`src/rtl/fft_frame_sequencer.sv`:
```
// Frame sequencer for the 8-point DIT FFT front end: fills the input shift register,
// steps butterfly stages one-hot, then hands the result off. FFT_SEQ_FRAME_CNT_EN adds frame_cnt.
module fft_frame_sequencer #(
  parameter int unsigned N_POINTS     = 8,
  parameter int unsigned LOG2N        = 3,
  parameter int unsigned STAGE_CYCLES = 1,
  parameter int unsigned CNT_W        = 4
) (
  input  logic             clk,
  input  logic             rst,
  input  logic             in_valid,
  output logic             in_ready,
  output logic             shift_en,
  input  logic             flush,
  output logic [LOG2N-1:0] stage_en,
  output logic             out_valid,
  input  logic             out_ready,
  output logic             busy,
`ifdef FFT_SEQ_FRAME_CNT_EN
  output logic [15:0]      frame_cnt,
`endif
  output logic [CNT_W-1:0] fill_level
);

  localparam int unsigned SIDX_W = (LOG2N > 1) ? $clog2(LOG2N) : 1;

  typedef enum logic [1:0] {FILL, STAGE, DONE} state_t;

  state_t            state, state_n;
  logic [CNT_W-1:0]  sample_cnt, sample_n;
  logic [CNT_W-1:0]  cyc_cnt, cyc_n;
  logic [SIDX_W-1:0] stage_idx, sidx_n;

  always_ff @(posedge clk) begin
    if (rst) begin
      state      <= FILL;
      sample_cnt <= '0;
      cyc_cnt    <= '0;
      stage_idx  <= '0;
    end else begin
      state      <= state_n;
      sample_cnt <= sample_n;
      cyc_cnt    <= cyc_n;
      stage_idx  <= sidx_n;
    end
  end

  always_comb begin
    state_n  = state;
    sample_n = sample_cnt;
    cyc_n    = cyc_cnt;
    sidx_n   = stage_idx;
    // flush wins over every state transition, including a same-cycle result handshake
    if (flush) begin
      state_n  = FILL;
      sample_n = '0;
      cyc_n    = '0;
      sidx_n   = '0;
    end else begin
      case (state)
        FILL: begin
          if (in_valid) begin
            if (sample_cnt == CNT_W'(N_POINTS - 1)) begin
              state_n  = STAGE;
              sample_n = '0;
              cyc_n    = '0;
              sidx_n   = '0;
            end else begin
              sample_n = sample_cnt + CNT_W'(1);
            end
          end
        end
        STAGE: begin
          if (cyc_cnt == CNT_W'(STAGE_CYCLES - 1)) begin
            cyc_n = '0;
            if (stage_idx == SIDX_W'(LOG2N - 1)) begin
              state_n = DONE;
              sidx_n  = '0;
            end else begin
              sidx_n = stage_idx + SIDX_W'(1);
            end
          end else begin
            cyc_n = cyc_cnt + CNT_W'(1);
          end
        end
        DONE: begin
          if (out_ready) state_n = FILL;
        end
        default: state_n = FILL;
      endcase
    end
  end

  always_comb begin
    in_ready   = (state == FILL);
    busy       = (state != FILL);
    out_valid  = (state == DONE);
    fill_level = sample_cnt;
    stage_en   = '0;
    if (state == STAGE) stage_en = LOG2N'(1) << stage_idx;
  end

  assign shift_en = in_valid & in_ready;

`ifdef FFT_SEQ_FRAME_CNT_EN
  always_ff @(posedge clk) begin
    if (rst) begin
      frame_cnt <= '0;
    end else if (out_valid && out_ready && !flush) begin
      frame_cnt <= frame_cnt + 16'd1;
    end
  end
`endif

endmodule

```
`config.mk`:
```
export PLATFORM = sky130hd
export DESIGN_NAME = fft_frame_sequencer
export DESIGN_NICKNAME = d
export VERILOG_FILES = /design/src/rtl/fft_frame_sequencer.sv
export SDC_FILE = /design/constraint.sdc
export NUM_CORES = 1
export LEC_CHECK = 0
export CAP_MARGIN = 15
export CORE_AREA = 4 4 45 47
export DETAILED_ROUTE_END_ITERATION = 8
export DIE_AREA = 0 0 49 51
export PLACE_DENSITY = 0.71
export SLEW_MARGIN = 30
export SYNTH_ARGS = -nofsm -noshare
export SYNTH_HDL_FRONTEND = slang
export SYNTH_SLANG_ARGS = --single-unit
```
`constraint.sdc`:
```
create_clock -name clk -period 1.7 [get_ports clk]
set_input_delay 0.34 -clock clk [delete_from_list [all_inputs] [get_ports clk]]
set_output_delay 0.34 -clock clk [all_outputs]
set_load 0.01 [all_outputs]
```
==> results.py <==
metrics = {
    "cts": {
        "cts_buffers": 3,
        "clock_sinks": 12,
        "clk_pin_slew_ns": 0.07,
        "cts_hold_buf": 0,
        "post_cts_buffers": 0,
        "root_buffer": "clkbuf_4",
        "cts.path.max_buffers": 2,
        "cts_tree": "yes",
        "cts_max_level": 1,
        "clock_latency_ns": 0.26,
    },
    "synthesis": {
        "synth_ff_type": "dfxtp_1",
        "synth.avg_cell_area_um2": 8.99,
        "yosysWarningCount": 0,
        "synth_nets": 88,
        "netlist_area_um2": 719,
        "synthCells": 80,
        "synth_seq_area_share": 0.334,
        "ys_ff_latch": 12,
        "yosysUniqueCellTypes": 34,
        "synthArstFlopShare": 0,
        "synth_edf_count": 0,
    },
    "worst_setup_path": {
        "cp_top_family": "buffers and inverters",
        "crit_path_top_delay_cell": "clkdlybuf4s50_1",
        "max_stage_delay_ns": 0.58,
        "crit_path_start_kind": "register",
        "path_cells": "clkdlybuf4s50_1",
        "end_kind": "output port",
        "reg2regPathDepth": 5,
        "cp.depth": 1,
        "required_ns": 1.36,
        "cp_num_buf_inv": 1,
        "cp.arrival_ns": 1.30,
        "crit_path_max_fanout": 5,
        "worstSetupPathType": "reg2out",
    },
    "floorplan": {
        "coreArea_um2": 1650,
        "die-area_um2": 2500,
        "die_w_um": 49,
        "initial_core_util": 0.436,
        "die_h_um": 51,
        "rows": 15,
        "pin_count": 16,
    },
    "final_layout": {
        "drive_above_1_share": 0.160,
        "syn_to_final_growth_pct": 28.9,
        "final_cell_area_um2": 927,
        "antenna_cells": 0,
        "layoutNonFillerInstCount": 117,
        "nets": 110,
    },
    "status": {
        "status": "completed",
    },
    "drt": {
        "vias": 646,
        "drt_iter0_drc": 9,
        "viasPerCell": 5.52,
        "detail_route.first_pass.iterations": 4,
        "wl_mm": 1.43,
        "drtAntennaViolNets": 0,
        "drc": 0,
        "post_drt_wl_per_cell_um": 12.2,
    },
    "sta": {
        "fin_skew_ns": 0.00143,
        "maxSlewViolCount": 0,
        "period_share": 0.965,
        "rsz0062_at_grt": "false",
        "setup_violations": 0,
        "final_hold_viol_count": 0,
        "max-slew-margin-rel": 0.805,
        "worst_pin_slew_ns": 0.292,
        "min_period_ns": 1.64,
        "fmax_ghz": 0.609,
    },
    "placed_design": {
        "gp_congestion": 0.747,
        "placed_area_um2": 905,
        "portBuffers": 15,
        "dpl.hpwl_mm": 1.09,
        "place_inst": 114,
    },
    "global_routing": {
        "gr-total-overflow": 0,
        "grt_pass1_wl_mm": 2.53,
        "grt_max_degree": 9,
        "grt_usage": 0.126,
        "grt_pass1_vias": 634,
        "grt_antenna_before_repair": 0,
    },
    "hold_path": {
        "holdPathStages": 2,
        "worstHoldPathType": "reg2reg",
    },
    "power": {
        "leakage_nw": 0.355,
        "power_density_nw_per_um2": 534,
        "ir_worst_vdd_uv": 286,
    },
    "job": {
        "max-cap-violations": 0,
    },
}
## power by group
| part | internal, mW | switching (mW) | total (mW) |
|---|---|---|---|
| logic | 0.0231 | 0.0155 | 0.0387 |
| clock network | 0.0818 | 0.0901 | 0.172 |
| registers | 0.282 | 0.00177 | 0.284 |
## final cells by class
type,count,area (um^2)
multi-input cells,60,442
clock buffers,3,22.5
inverters,5,18.8
repair buffers,20,183
fillers,168,724
well taps,17,21.3
flip-flops and latches,12,240
## routing by layer
metal | part of all wire | GRT usage | vias up | wire length (um)
met4 | 0.0084 | 0.0673 | 0 | 12
li1 | - | - | 330 | -
met2 | 0.41 | 0.189 | 19 | 585
met3 | 0.057 | 0.0292 | 2 | 81
met5 | 0 | 0 | - | 0
met1 | 0.52 | 0.166 | 295 | 746
## through the flow
stage | power [mW] | hold WS, ns | setup TNS, ns | worst slack [ns] | util
2_1_floorplan | 0.307 | 0.469 | 0 | 0.395 | -
3_3_place_gp | 0.331 | 0.494 | -0.199 | -0.199 | 0.548
3_5_place_dp | 0.331 | 0.500 | -0.204 | -0.204 | 0.548
4_1_cts | 0.498 | 0.514 | 0 | 0.0111 | 0.557
5_1_grt | 0.517 | 0.551 | 0 | 0.00878 | 0.561
6_report | 0.495 | 0.512 | 0 | 0.0592 | 0.561
## kinds of logic after synthesis
family	share of synthesized area
multiplexers	0.0139
AO/OA/AOI/OAI	0.151
buffers and inverters	0.0591
AND/OR/NAND/NOR	0.365
XOR/XNOR	0.0244
flip-flops	0.334
adder cells (fa/ha/maj)	0.0522
## cells in the final DEF, fill, tap and decap left out, drive strengths merged
master,instances
a21oi,5
a311oi,1
a41oi,1
and4bb,2
buf,5
clkbuf,3
clkdlybuf4s50,8
dfxtp,12
dlygate4sd2,6
dlymetal6s2s,1
ha,3
inv,5
mux2i,1
nand2,4
nand2b,3
nand3,4
nand3b,1
nand4,1
nand4b,1
nand4bb,1
nor2,5
nor2b,4
nor3,3
nor3b,3
o211ai,1
o21a,1
o21ai,3
o22ai,2
o31ai,2
o32ai,1
or2,2
or3,2
or3b,1
xnor2,2
## sequential cells by signal, summed over array words and instances (netlist names)
name / flops
cyc_cnt: 4
fill_level: 4
stage_idx: 2
state: 2
## cell usage after synthesis (2+ instances only)
cell type / count / area (um^2)
nor2b_1: 3 / 18.8
or2_2: 2 / 12.5
o22ai_1: 2 / 12.5
dfxtp_1: 12 / 240
o21ai_0: 3 / 15.0
xnor2_1: 2 / 17.5
nor3_1: 3 / 15.0
o31ai_1: 2 / 15.0
or3_1: 2 / 12.5
and4bb_2: 2 / 25.0
inv_1: 5 / 18.8
ha_1: 3 / 37.5
nand2b_1: 3 / 18.8
nand2_1: 4 / 15.0
nor3b_1: 2 / 15.0
nand3_1: 4 / 20.0
nor2_1: 5 / 18.8
a21oi_1: 5 / 25.0
## worst reg2reg max path: stages, from the launching register on
cell and delay, ns:
dfxtp_1 0.34, inv_1 0.10, ha_1 0.16, or3b_1 0.41, o22ai_1 0.21, o32ai_1 0.11
## path summary, 6_finish.rpt
check                start       endpoint  slack [ns]
min           stage_idx[0]   stage_idx[1]        0.51
min reg2reg   stage_idx[0]   stage_idx[1]        0.51
max          fill_level[2]  fill_level[2]        0.06
max reg2reg     cyc_cnt[0]   stage_idx[0]        0.26
## what timing repair did
item	4_1_cts	5_1_grt
endpoints found under the setup margin	6	2
resized for setup	6	2
gates cloned	0	0
(Power assumes the default switching activity.)
